### src/rtl/axi_mm_axis_reader.sv
// AXI4 read-burst engine that replays a (address, byte length) command from memory as one AXI-Stream frame.
// Bursts are capped by MAX_BURST_LEN and never cross a 4KB boundary; one command in flight.
module axi_mm_axis_reader #(
  parameter int DATA_WIDTH    = 512,
  parameter int KEEP_WIDTH    = DATA_WIDTH / 8,
  parameter int ADDR_WIDTH    = 34,
  parameter int ID_WIDTH      = 8,
  parameter int LEN_WIDTH     = 16,
  parameter int MAX_BURST_LEN = 16
) (
  input  logic                  clk,
  input  logic                  rst_n,
  input  logic [ADDR_WIDTH-1:0] cmd_addr,
  input  logic [LEN_WIDTH-1:0]  cmd_len,
  input  logic                  cmd_valid,
  output logic                  cmd_ready,
  output logic                  status_done,
  output logic                  status_error,
  output logic [ID_WIDTH-1:0]   m_axi_arid,
  output logic [ADDR_WIDTH-1:0] m_axi_araddr,
  output logic [7:0]            m_axi_arlen,
  output logic [2:0]            m_axi_arsize,
  output logic [1:0]            m_axi_arburst,
  output logic                  m_axi_arlock,
  output logic [3:0]            m_axi_arcache,
  output logic [2:0]            m_axi_arprot,
  output logic                  m_axi_arvalid,
  input  logic                  m_axi_arready,
  input  logic [ID_WIDTH-1:0]   m_axi_rid,
  input  logic [DATA_WIDTH-1:0] m_axi_rdata,
  input  logic [1:0]            m_axi_rresp,
  input  logic                  m_axi_rlast,
  input  logic                  m_axi_rvalid,
  output logic                  m_axi_rready,
  output logic [DATA_WIDTH-1:0] m_axis_tdata,
  output logic [KEEP_WIDTH-1:0] m_axis_tkeep,
  output logic                  m_axis_tlast,
  output logic                  m_axis_tvalid,
  input  logic                  m_axis_tready,
  output logic [1:0]            dbg_state_o
);

  // Handshakes: a transfer happens on a rising edge where valid and ready are both high; valid never waits on ready.
  localparam int OFF_W   = $clog2(KEEP_WIDTH);
  localparam int BEATS_W = LEN_WIDTH - OFF_W + 1;
  localparam int CW      = (BEATS_W > 13) ? BEATS_W : 13;

  typedef enum logic [1:0] {IDLE = 2'd0, AR = 2'd1, RDATA = 2'd2, DONE = 2'd3} state_t;

  state_t                 state_q, state_d;
  logic [ADDR_WIDTH-1:0]  addr_q, addr_d;
  logic [BEATS_W-1:0]     beats_rem_q, beats_rem_d;
  logic [8:0]             burst_rem_q, burst_rem_d;
  logic [OFF_W-1:0]       tail_q, tail_d;
  logic                   error_q, error_d;
  logic                   cmd_ready_q;
  logic [DATA_WIDTH-1:0]  tdata_q;
  logic [KEEP_WIDTH-1:0]  tkeep_q;
  logic                   tlast_q, tvalid_q;

  logic [LEN_WIDTH:0]     len_round;
  logic [12:0]            page_bytes;
  logic [CW-1:0]          page_beats, burst_n;
  logic [KEEP_WIDTH-1:0]  tail_mask;
  logic                   r_hs, last_beat;
  logic                   unused_ok;

  assign unused_ok = ^{m_axi_rid, m_axi_rlast, cmd_addr[OFF_W-1:0]};

  assign len_round  = {1'b0, cmd_len} + (LEN_WIDTH + 1)'(KEEP_WIDTH - 1);
  assign page_bytes = 13'd4096 - {1'b0, addr_q[11:0]};
  assign page_beats = CW'(page_bytes >> OFF_W);
  assign tail_mask  = (KEEP_WIDTH'(1) << tail_q) - KEEP_WIDTH'(1);
  assign last_beat  = (beats_rem_q == BEATS_W'(1));

  always_comb begin
    burst_n = CW'(beats_rem_q);
    if (burst_n > CW'(MAX_BURST_LEN)) burst_n = CW'(MAX_BURST_LEN);
    if (burst_n > page_beats)         burst_n = page_beats;
  end

  // R is only accepted when the single output register is free or being drained this cycle.
  assign m_axi_rready = (state_q == RDATA) && (!tvalid_q || m_axis_tready);
  assign r_hs         = m_axi_rvalid && m_axi_rready;

  always_comb begin
    state_d     = state_q;
    addr_d      = addr_q;
    beats_rem_d = beats_rem_q;
    burst_rem_d = burst_rem_q;
    tail_d      = tail_q;
    error_d     = error_q;
    case (state_q)
      IDLE: begin
        if (cmd_valid && cmd_ready_q) begin
          addr_d      = {cmd_addr[ADDR_WIDTH-1:OFF_W], OFF_W'(0)};
          beats_rem_d = len_round[LEN_WIDTH:OFF_W];
          tail_d      = cmd_len[OFF_W-1:0];
          error_d     = 1'b0;
          state_d     = (cmd_len == '0) ? DONE : AR;
        end
      end
      AR: begin
        if (m_axi_arready) begin
          addr_d      = addr_q + (ADDR_WIDTH'(burst_n) << OFF_W);
          burst_rem_d = 9'(burst_n);
          state_d     = RDATA;
        end
      end
      RDATA: begin
        if (r_hs) begin
          beats_rem_d = beats_rem_q - BEATS_W'(1);
          burst_rem_d = burst_rem_q - 9'd1;
          if (m_axi_rresp != 2'b00) error_d = 1'b1;
          if (burst_rem_q == 9'd1) state_d = last_beat ? DONE : AR;
        end
      end
      DONE: begin
        if (!tvalid_q) state_d = IDLE;
      end
      default: state_d = IDLE;
    endcase
  end

  always_ff @(posedge clk or negedge rst_n) begin
    if (!rst_n) begin
      state_q     <= IDLE;
      addr_q      <= '0;
      beats_rem_q <= '0;
      burst_rem_q <= '0;
      tail_q      <= '0;
      error_q     <= 1'b0;
      cmd_ready_q <= 1'b0;
    end else begin
      state_q     <= state_d;
      addr_q      <= addr_d;
      beats_rem_q <= beats_rem_d;
      burst_rem_q <= burst_rem_d;
      tail_q      <= tail_d;
      error_q     <= error_d;
      cmd_ready_q <= (state_d == IDLE);
    end
  end

  always_ff @(posedge clk or negedge rst_n) begin
    if (!rst_n) begin
      tdata_q  <= '0;
      tkeep_q  <= '0;
      tlast_q  <= 1'b0;
      tvalid_q <= 1'b0;
    end else if (r_hs) begin
      tdata_q  <= m_axi_rdata;
      tkeep_q  <= (last_beat && tail_q != '0) ? tail_mask : '1;
      tlast_q  <= last_beat;
      tvalid_q <= 1'b1;
    end else if (m_axis_tready) begin
      tvalid_q <= 1'b0;
    end
  end

  assign cmd_ready     = cmd_ready_q;
  assign status_done   = (state_q == DONE) && !tvalid_q;
  assign status_error  = error_q;
  assign m_axi_arid    = '0;
  assign m_axi_araddr  = addr_q;
  assign m_axi_arlen   = 8'(burst_n - CW'(1));
  assign m_axi_arsize  = 3'(OFF_W);
  assign m_axi_arburst = 2'b01;
  assign m_axi_arlock  = 1'b0;
  assign m_axi_arcache = 4'd0;
  assign m_axi_arprot  = 3'd0;
  assign m_axi_arvalid = (state_q == AR);
  assign m_axis_tdata  = tdata_q;
  assign m_axis_tkeep  = tkeep_q;
  assign m_axis_tlast  = tlast_q;
  assign m_axis_tvalid = tvalid_q;
  assign dbg_state_o   = state_q;

endmodule

### config.mk
export PLATFORM = sky130hd
export DESIGN_NAME = axi_mm_axis_reader
export DESIGN_NICKNAME = d
export VERILOG_FILES = /design/src/rtl/axi_mm_axis_reader.sv
export SDC_FILE = /design/constraint.sdc
export NUM_CORES = 1
export LEC_CHECK = 0
export CAP_MARGIN = 10
export CELL_PAD_IN_SITES_DETAIL_PLACEMENT = 0
export CELL_PAD_IN_SITES_GLOBAL_PLACEMENT = 1
export CORE_AREA = 2 2 475 477
export CTS_CLUSTER_SIZE = 30
export DETAILED_ROUTE_END_ITERATION = 6
export DIE_AREA = 0 0 477 479
export DONT_BUFFER_PORTS = 1
export PLACE_DENSITY_LB_ADDON = 0.3
export SLEW_MARGIN = 20
export SYNTH_ARGS = -nofsm -noshare
export SYNTH_HDL_FRONTEND = slang
export SYNTH_SLANG_ARGS = --single-unit
### constraint.sdc
create_clock -name clk -period 9.9 [get_ports clk]
set_clock_uncertainty 0.2 [all_clocks]
set_input_delay 2.97 -clock clk [delete_from_list [all_inputs] [get_ports clk]]
set_output_delay 2.97 -clock clk [all_outputs]
set_load 0.005 [all_outputs]
==> results of run 1 <==
[per-layer routing]
| layer | routed length [um] | vias up |
|---|---|---|
| met5 | 298 | - |
| met4 | 5590 | 50 |
| met3 | 19500 | 265 |
| met2 | 79600 | 1076 |
| met1 | 55600 | 11000 |
| li1 | - | 9974 |
[where the power goes]
part	internal, mW	total, mW	switching (mW)	leakage [nW]
Sequential	3.74	5.45	1.71	7.59
Clock	1.85	3.22	1.36	1.38
Combinational	1.03	3.21	2.17	6.42
Total	6.63	11.9	5.25	15.4
[layout make-up]
type | count | area share
tap | 2992 | 0.112
clock inverter | 35 | 0.0111
antenna | 24 | 0.00180
timing repair buffer | 32 | 0.0111
sequential | 636 | 0.476
multi-input combinational | 2327 | 0.310
clock buffer | 123 | 0.0737
inverter | 37 | 0.00415
[flip-flops by register name, indices dropped and copies added, names as in the netlist]
name and flops:
m_axis_tdata 512, m_axis_tkeep 64, m_axi_araddr 28, beats_rem_q 11, burst_rem_q 9, tail_q 6, dbg_state_o 2, cmd_ready 1
m_axis_tlast 1, m_axis_tvalid 1, status_error 1
[critical path, stage by stage, from the launching register on]
cell       delay (ns)
dfrtp_1          0.43
inv_1            0.10
ha_1             0.21
or3b_2           0.49
a2111oi_2        0.48
nand2_1          0.17
ha_1             0.21
nand3b_1         0.16
a21oi_1          0.16
o22a_1           0.56
nor2_1           0.11
a21oi_1          0.55
ha_1             0.34
o2111ai_1        0.15
xnor2_1          0.32
[worst max path at each step]
stage | from | endpoint | slack [ns] | cells past startpoint
finish | beats_rem_q[0]$_DFFE_PN0P_ | m_axi_arlen[4] | 1.61 | 14
floorplan | beats_rem_q[0]$_DFFE_PN0P_ | m_axi_arlen[4] | 2.99 | 16
global route | beats_rem_q[0]$_DFFE_PN0P_ | m_axi_arlen[4] | 1.24 | 14
global placement | beats_rem_q[0]$_DFFE_PN0P_ | m_axi_arlen[4] | 2.20 | 14
CTS | beats_rem_q[0]$_DFFE_PN0P_ | m_axi_arlen[4] | 1.40 | 14
detailed placement | beats_rem_q[0]$_DFFE_PN0P_ | m_axi_arlen[4] | 2.20 | 14
[logic make-up after synthesis]
logic type | Yosys count | share of synthesized area
and+or+nand+nor | 1940 | 0.283
DFF | 636 | 0.585
AOI/OAI and AO/OA | 277 | 0.0639
buffers and inverters | 238 | 0.0385
xor gates and xnor gates | 34 | 0.0109
adders and majority gates | 27 | 0.0127
muxes | 16 | 0.00598
other | 2 | 0.000276
[through the flow]
stage                     utilization  setup WS, ns
after floorplan                     -          2.99
after global placement          0.136          2.20
after detailed placement        0.136          2.20
after CTS                       0.149          1.40
after global routing            0.149          1.24
final                           0.150          1.61
[cells in the final DEF (no fill, tap or decap), types with 5 or more instances in the layout]
cell and n:
nand3_1 39, nor3_1 28, o21ai_0 61, clkbuf_1 22, clkinv_2 14, a21o_1 8
conb_1 33, nor4_1 14, nand3b_1 5, nor2_1 126, mux2i_1 14, xnor2_1 26
nand2b_1 12, nand2_1 1643, buf_4 24, diode_2 24, and2_1 7, xor2_1 8
o31ai_1 6, a31oi_1 18, and3_1 9, dfrtp_1 636, clkinvlp_4 6, a21oi_1 95
nor2b_1 5, inv_1 35, o22a_1 10, clkbuf_16 88, o21bai_1 7, a211oi_1 12
nand4_1 11, or3_1 13, clkbuf_8 13, ha_1 26
==> results.json, run 1 <==
{
  "multi_input_area_sq_mm": 0.0104,
  "final_antenna_net_count": 0,
  "post-place-cells": 6020,
  "area_delta_synth_final_pct": 23.0,
  "grt_pass1_wl_um": 213000,
  "relSlewSlack": 0.262,
  "total_power_mw": 11.9,
  "post_cts_resized": 0,
  "drt-pass1-iter-count": 5,
  "layoutNonFillerInstCount": 6206,
  "holdPathStages": 2,
  "hp-class": "register to register",
  "routabilityCongestion": 0.864,
  "clock_latency_ns": 0.70,
  "synth_top_cell_by_area": "dfrtp_1",
  "nets": 3726,
  "cts_max_level": 3,
  "n_fill_cell": 25600,
  "hpwl_um": 127000,
  "ctsHoldBuffers": 0,
  "track_usage": 0.136,
  "root_buffer": "clkbuf_16",
  "outcome": "completed",
  "core_sq_mm": 0.224,
  "cellLeakagePower_nw": 15.4,
  "grt_max_degree": 637,
  "pwr_density_cell_mw_per_mm2": 355,
  "fmax_ghz": 0.121,
  "cp-start-kind": "register",
  "timing.rr.start": "beats_rem_q[0]$_DFFE_PN0P_",
  "maxSlewViolCount": 0,
  "drc": 0,
  "rows": 174,
  "cts.sinks": 636,
  "grt_pass1_vias": 22700,
  "synth_edf_count": 0,
  "antenna_found_initial": 92,
  "ioPinCount": 1227,
  "drtIter0Drc": 1353,
  "syn_avg_cell_area_sq_um": 8.58,
  "worstSetupEndpointType": "primary output",
  "final_design_area_no_fill_sq_mm": 0.0334,
  "synth.cell_area_sq_mm": 0.0272,
  "synth_top_area_share": 0.585,
  "cts_buffers": 86,
  "r2r_end": "m_axi_araddr[33]$_DFFE_PN0P_",
  "ys_seq_elements": 636,
  "io_buffers": 0,
  "ys_warn_count": 0,
  "holdWs_ns": 0.295,
  "dr_total_vias": 22400,
  "fin_crit_ns": 8.29,
  "worstPathMaxFanout": 15,
  "vdd_drop_max_v": 0.000119,
  "use_met3": 0.0702,
  "met2_usage": 0.238,
  "fin_tns_setup_ns": 0,
  "ff2ff_setup_slack_ns": 3.11,
  "async_flop_share": 1.00,
  "maxCapViolCount": 0,
  "ys_top_cells_by_count": "nand2_1 (1643), dfrtp_1 (636), clkbuf_1 (126), nor2_1 (126), a21oi_1 (96)",
  "start_util": 0.122,
  "dieWidth_um": 477,
  "yosysMostFrequentCell": "nand2_1",
  "setup_viol_count_final": 0,
  "die_area_sq_mm": 0.228,
  "cts_setup_buffers": 0,
  "synth_area_leaders": "dfrtp_1 (59%), nand2_1 (23%), a21oi_1 (1.8%)",
  "cts_tree": "built",
  "cp_data_required_time_ns": 6.73,
  "crit_arrival_ns": 5.12,
  "worst_slew_pin_slew_ns": 1.11,
  "rsz0062_at_grt": "false",
  "cts_buffer_depth": 3,
  "finalCritPeriodShare": 0.837,
  "via_per_inst": 3.61,
  "synthFlopType": "dfrtp_1",
  "layout-drive-gt1-share": 0.0589,
  "ff2ff_path_depth": 17,
  "wirelength_um": 161000,
  "hold_end": "burst_rem_q[6]$_DFFE_PN0P_",
  "clkTransAtPathRegs_ns": 0.06,
  "min-delay-start": "burst_rem_q[6]$_DFFE_PN0P_",
  "routedWlPerCell_um": 25.9,
  "die_h_um": 479,
  "synth.distinct_cells": 75,
  "grtUsageMet1": 0.139,
  "crit_type": "register to primary output",
  "hold_violations": 0,
  "ys_seq_area_frac": 0.585,
  "top_usage_layer": "met2",
  "dpl_cell_area_sq_mm": 0.0304,
  "synth_cells": 3170,
  "grt_overflow_total": 0,
  "register_area_sq_mm": 0.0159
}
(Power assumes the default switching activity.)
==> run 2, diff against run 1 <==
==> constraint.sdc (replaced) <==
create_clock -name clk -period 8 [get_ports clk]
set_clock_uncertainty 0.2 [all_clocks]
set_input_delay 2.4 -clock clk [delete_from_list [all_inputs] [get_ports clk]]
set_output_delay 2.4 -clock clk [all_outputs]
set_load 0.005 [all_outputs]
==> run 2 against run 1 <==
  * Die area unchanged
  * Sequential power is 24% higher
  * Critical path type unchanged
  * Worst hold slack improved by 0.0039 ns
  * Combinational power grew 25%
  * Clock-buffer cell count fell by 3
  * Clock power is 30% higher
  * Highest routed layer unchanged
  * Utilization rose by 0.083 points
  * First-iteration DRC count up 4.4%
==> results.json, run 2 (synthesized netlist as in run 1, its figures left out) <==
{
  "outcome": "completed",
  "dpl_cell_area_sq_mm": 0.0305,
  "dieWidth_um": 477,
  "cts_setup_buffers": 0,
  "drc": 0,
  "path_cells": "inv_1, ha_1, or3b_2, a2111oi_2, nand2_1, ha_1, nand3b_1, a21oi_1, o22a_2, mux2i_1, ha_1, o2111ai_1, xnor2_1",
  "met2_usage": 0.240,
  "grtUsageMet1": 0.144,
  "cpPeakStageDelay_ns": 0.61,
  "pwr_density_cell_mw_per_mm2": 444,
  "maxSlewViolCount": 0,
  "finalCritPeriodShare": 0.936,
  "ioPinCount": 1227,
  "n_fill_cell": 25500,
  "largest_reg_flops": 512,
  "clock_latency_ns": 0.71,
  "fin_ws_ns": 0.512,
  "grt_pass1_vias": 22600,
  "cts_max_level": 3,
  "crit_top_cell": "ha_1",
  "fin_crit_ns": 7.49,
  "drt-pass1-iter-count": 5,
  "final_antenna_net_count": 0,
  "cts_buffers": 87,
  "layout_common_cells": "nand2_1 (1643), dfrtp_1 (636), nor2_1 (126)",
  "track_usage": 0.137,
  "rows": 174,
  "cp-start-kind": "register",
  "worst_slew_pin_slew_ns": 1.06,
  "post-place-cells": 6020,
  "antenna_found_initial": 67,
  "routedWlPerCell_um": 25.9,
  "relSlewSlack": 0.291,
  "grt_overflow_total": 0,
  "hp-class": "register to register",
  "final_design_area_no_fill_sq_mm": 0.0336,
  "pre_cts_slack_ns": 1.01,
  "vdd_drop_max_v": 0.000183,
  "area_delta_synth_final_pct": 23.6,
  "slowest_stage": "mux2i_1",
  "cp_data_required_time_ns": 5.40,
  "fmax_ghz": 0.134,
  "start_util": 0.122,
  "rsz0062_at_grt": "false",
  "worstSetupEndpointType": "primary output",
  "layout_commonest_cell": "nand2_1",
  "clkTransAtPathRegs_ns": 0.06,
  "io_buffers": 0,
  "dr_total_vias": 22200,
  "maxCapViolCount": 0,
  "fin_tns_setup_ns": 0,
  "nets": 3728,
  "crit_arrival_ns": 4.89,
  "root_buffer": "clkbuf_16",
  "routabilityCongestion": 0.834,
  "setup_viol_count_final": 0,
  "cts.sinks": 636,
  "use_met3": 0.0634,
  "die_h_um": 479,
  "wirelength_um": 161000,
  "die_area_sq_mm": 0.228,
  "core_sq_mm": 0.224,
  "worstPathMaxFanout": 15,
  "ff2ff_setup_slack_ns": 1.69,
  "drtIter0Drc": 1413,
  "crit_type": "register to primary output",
  "grt_max_degree": 637,
  "layout-drive-gt1-share": 0.0605,
  "via_per_inst": 3.58,
  "layoutNonFillerInstCount": 6206,
  "cts_buffer_depth": 3,
  "hpwl_um": 127000,
  "top_usage_layer": "met2",
  "grt_pass1_wl_um": 214000,
  "hold_violations": 0,
  "cellLeakagePower_nw": 15.5,
  "ctsHoldBuffers": 0,
  "cts_tree": "built"
}
run 2: cell count changes in the layout (fill, tap and decap cells not counted), moves of 2 or more:
| cell | change |
|---|---|
| bufinv_16 | +5 |
| clkbuf_1 | -3 |
| clkinv_2 | -3 |
| clkinv_4 | -2 |
| inv_6 | +2 |
run 2: worst paths after layout:
check / startpoint / to / depth (start not counted)
min in group asynchronous: rst_n / m_axis_tdata[410]$_DFFE_PN0P_ / 0
setup / recovery: beats_rem_q[0]$_DFFE_PN0P_ / m_axi_arlen[4] / 13
hold / removal: burst_rem_q[6]$_DFFE_PN0P_ / burst_rem_q[6]$_DFFE_PN0P_ / 2
hold reg to reg: burst_rem_q[6]$_DFFE_PN0P_ / burst_rem_q[6]$_DFFE_PN0P_ / 2
max in group asynchronous: rst_n / m_axis_tdata[44]$_DFFE_PN0P_ / 3
setup reg to reg: beats_rem_q[0]$_DFFE_PN0P_ / m_axi_araddr[33]$_DFFE_PN0P_ / 18
run 2: routing by layer:
metal	wire, um	up-vias
met5	157	-
met3	18000	222
met1	57000	11000
li1	-	9984
met4	4830	26
met2	80700	1056
run 2: final cells by class:
| type | count | area (sq um) | area share |
|---|---|---|---|
| sequential | 636 | 15900 | 0.473 |
| multi-input combinational | 2327 | 10400 | 0.309 |
| tap | 2992 | 3740 | 0.111 |
| clock buffer | 120 | 2460 | 0.0732 |
| clock inverter | 38 | 519 | 0.0154 |
| timing repair buffer | 33 | 410 | 0.0122 |
| inverter | 37 | 139 | 0.00413 |
| antenna | 23 | 57.6 | 0.00171 |
run 2: worst max-delay path, delay by kind of cell, from the launching register on:
kind / cells / cell delay, ns
AOI/OAI and AO/OA: 4 / 1.14
xor gates and xnor gates: 1 / 0.34
adders and majority gates: 3 / 0.78
buffers and inverters: 1 / 0.10
DFF: 1 / 0.44
muxes: 1 / 0.61
and+or+nand+nor: 3 / 0.79
run 2: metrics by stage:
step / hold slack [ns] / util / total power [mW]
3_5_place_dp: 0.277 / 0.136 / 11.0
2_1_floorplan: 0.241 / - / 8.49
5_1_grt: 0.320 / 0.150 / 16.1
6_report: 0.298 / 0.150 / 14.9
3_3_place_gp: 0.274 / 0.136 / 10.9
4_1_cts: 0.298 / 0.150 / 15.3
run 2: repair_timing:
| item | 4_1_cts | 5_1_grt |
|---|---|---|
| setup endpoints to repair | 0 | 1 |
| endpoints found under the hold margin | 0 | 0 |
| resized for setup | 0 | 1 |
run 2: report_power, final:
| part | leakage (nW) | switching (mW) | internal (mW) |
|---|---|---|---|
| Clock | 1.45 | 1.71 | 2.46 |
| Combinational | 6.44 | 2.72 | 1.29 |
| Sequential | 7.59 | 2.13 | 4.63 |
==> run 3, diff against run 2 <==
--- a/config.mk
+++ b/config.mk
@@ -8,12 +8,12 @@
 export CAP_MARGIN = 10
 export CELL_PAD_IN_SITES_DETAIL_PLACEMENT = 0
 export CELL_PAD_IN_SITES_GLOBAL_PLACEMENT = 1
-export CORE_AREA = 2 2 475 477
+export CORE_AREA = 2 2 473 475
 export CTS_CLUSTER_SIZE = 30
 export DETAILED_ROUTE_END_ITERATION = 6
-export DIE_AREA = 0 0 477 479
-export DONT_BUFFER_PORTS = 1
+export DIE_AREA = 0 0 475 477
 export PLACE_DENSITY_LB_ADDON = 0.3
+export RECOVER_POWER = 100
 export SLEW_MARGIN = 20
 export SYNTH_ARGS = -nofsm -noshare
 export SYNTH_HDL_FRONTEND = slang
==> run 3 against run 2 <==
  * The flow now finishes with violations (max-capacitance violations, max-slew violations)
  * Routed wire length is 5.5% higher
  * Sequential power is 17% lower
  * Via count is 19% higher
  * Worst setup slack worse by 0.066 ns
  * Global-route usage is 0.87 points higher
  * Register-to-register slack worse by 0.36 ns
==> results.json, run 3 (synthesized netlist as in run 1, its figures left out) <==
{
  "clock_latency_ns": 0.71,
  "r2r_end": "m_axi_araddr[24]$_DFFE_PN0P_",
  "cts.sinks": 636,
  "area_delta_synth_final_pct": 67.3,
  "p_int_mw": 10.5,
  "fin_crit_ns": 7.55,
  "hp-class": "register to register",
  "cts_setup_buffers": 0,
  "path_delay_family": "compound AO/OA/AOI/OAI gates",
  "routedWlPerCell_um": 22.9,
  "root_buffer": "clkbuf_16",
  "worstPathMaxFanout": 15,
  "grt_max_degree": 182,
  "wirelength_um": 169000,
  "worst_slew_pin_slew_ns": 5.06,
  "final_antenna_net_count": 0,
  "clkTransAtPathRegs_ns": 0.06,
  "cts_buffer_depth": 3,
  "ff2ff_path_depth": 18,
  "comb_power_share": 0.436,
  "rows": 173,
  "min-delay-start": "m_axis_tkeep[0]$_DFFE_PN0P_",
  "cellLeakagePower_nw": 20.5,
  "drt-pass1-iter-count": 5,
  "cts_buffers": 89,
  "ctsHoldBuffers": 0,
  "rsz0062_at_grt": "false",
  "dr_total_vias": 26500,
  "die_h_um": 477,
  "cts_max_level": 3,
  "clockPowerShare": 0.245,
  "failed_checks": "max-capacitance violations, max-slew violations",
  "ff2ff_setup_slack_ns": 1.33,
  "outcome": "finished, violations left",
  "maxCapViolCount": 9,
  "p_sw_frac": 0.404,
  "finalCritPeriodShare": 0.944,
  "largest_reg_flops": 512,
  "crit_type": "register to primary output",
  "post-place-cells": 7193,
  "hold_violations": 0,
  "path_cells": "inv_1, ha_1, or3b_2, a2111oi_4, and2_1, ha_1, nand3b_1, a21oi_1, o22a_4, mux2i_1, o2111ai_1, xnor2_1, clkdlybuf4s50_1",
  "dieWidth_um": 475,
  "worstPathBufferInverterCount": 2,
  "fin_tns_setup_ns": 0,
  "antenna_found_initial": 82,
  "hpwl_um": 133000,
  "grt_pass1_vias": 27300,
  "vdd_drop_max_v": 0.000168,
  "core_sq_mm": 0.221,
  "holdWs_ns": 0.260,
  "layout_commonest_cell": "nand2_1",
  "start_util": 0.123,
  "cp_data_required_time_ns": 5.40,
  "pwr-share-seq": 0.319,
  "pwr_density_cell_mw_per_mm2": 385,
  "drc": 0,
  "register_area_sq_mm": 0.0159,
  "nets": 4916,
  "crit_top_cell": "ha_1",
  "holdPathStages": 1,
  "n_fill_cell": 24800,
  "layoutNonFillerInstCount": 7386,
  "ioPinCount": 1227,
  "crit_arrival_ns": 4.95,
  "hold_end": "m_axis_tkeep[0]$_DFFE_PN0P_",
  "setup_viol_count_final": 0,
  "grt_pass1_wl_um": 230000,
  "cp-start-kind": "register",
  "timing.rr.start": "beats_rem_q[0]$_DFFE_PN0P_",
  "wl_met3_um": 18300,
  "die_area_sq_mm": 0.227,
  "layout_common_cells": "nand2_1 (1643), dfrtp_1 (636), dlygate4sd3_1 (621)",
  "slowest_stage": "mux2i_1",
  "top_layer_used": "met5",
  "dpl_cell_area_sq_mm": 0.0424,
  "maxSlewViolCount": 679,
  "grt_overflow_total": 0,
  "cpPeakStageDelay_ns": 0.59,
  "multi_input_area_sq_mm": 0.0104,
  "io_buffers": 1184,
  "wl_met2_um": 85600,
  "final_design_area_no_fill_sq_mm": 0.0455,
  "track_usage": 0.145,
  "worstSetupEndpointType": "primary output",
  "via_per_inst": 3.59,
  "layout-drive-gt1-share": 0.0427,
  "total_power_mw": 17.5,
  "fmax_ghz": 0.132,
  "cp-startpoint": "beats_rem_q[0]$_DFFE_PN0P_",
  "wl_met1_um": 61700,
  "cts_tree": "built",
  "power_switching_mw": 7.08,
  "routabilityCongestion": 0.841,
  "drtIter0Drc": 1315,
  "relSlewSlack": -2.37
}
==> run 3: per-stage QoR <==
stage	worst slack, ns	util
2_1_floorplan	1.66	-
3_3_place_gp	0.595	0.191
3_5_place_dp	0.639	0.191
4_1_cts	0.0713	0.206
5_1_grt	0.00464	0.205
6_report	0.446	0.205
==> run 3: layout make-up <==
cell class	instances	area share
antenna	27	0.00148
clock buffer	132	0.0571
clock inverter	33	0.0118
multi-input combinational	2327	0.228
timing repair buffer	1219	0.267
inverter	37	0.00305
tap	2975	0.0818
sequential	636	0.350
==> run 3: repair_timing <==
action	in CTS	in global routing
pin swaps	0	0
setup endpoints to repair	2	4
gates resized for setup	2	4
==> run 3: worst max-delay path by stage <==
stage	endpoint	cells past startpoint
floorplan	m_axi_arlen[4]	16
global placement	m_axi_arlen[4]	14
detailed placement	m_axi_arlen[4]	14
CTS	m_axi_arlen[4]	15
global route	m_axi_arlen[4]	13
finish	m_axi_arlen[4]	13
==> run 3: routing by layer <==
layer | track usage | vias to the layer above
met5 | 0 | -
met4 | 0.0289 | 76
met3 | 0.0716 | 225
met2 | 0.261 | 937
met1 | 0.152 | 12900
li1 | - | 12400
==> run 3: power by group through the flow <==
| stage | sequential (mW) | clock (mW) | combinational [mW] |
|---|---|---|---|
| after floorplan | 5.56 | 0 | 2.93 |
| after global placement | 5.66 | 0 | 8.43 |
| after detailed placement | 5.69 | 0 | 8.44 |
| after CTS | 5.67 | 4.48 | 8.48 |
| after global routing | 5.78 | 4.61 | 8.50 |
| final | 5.59 | 4.30 | 7.65 |
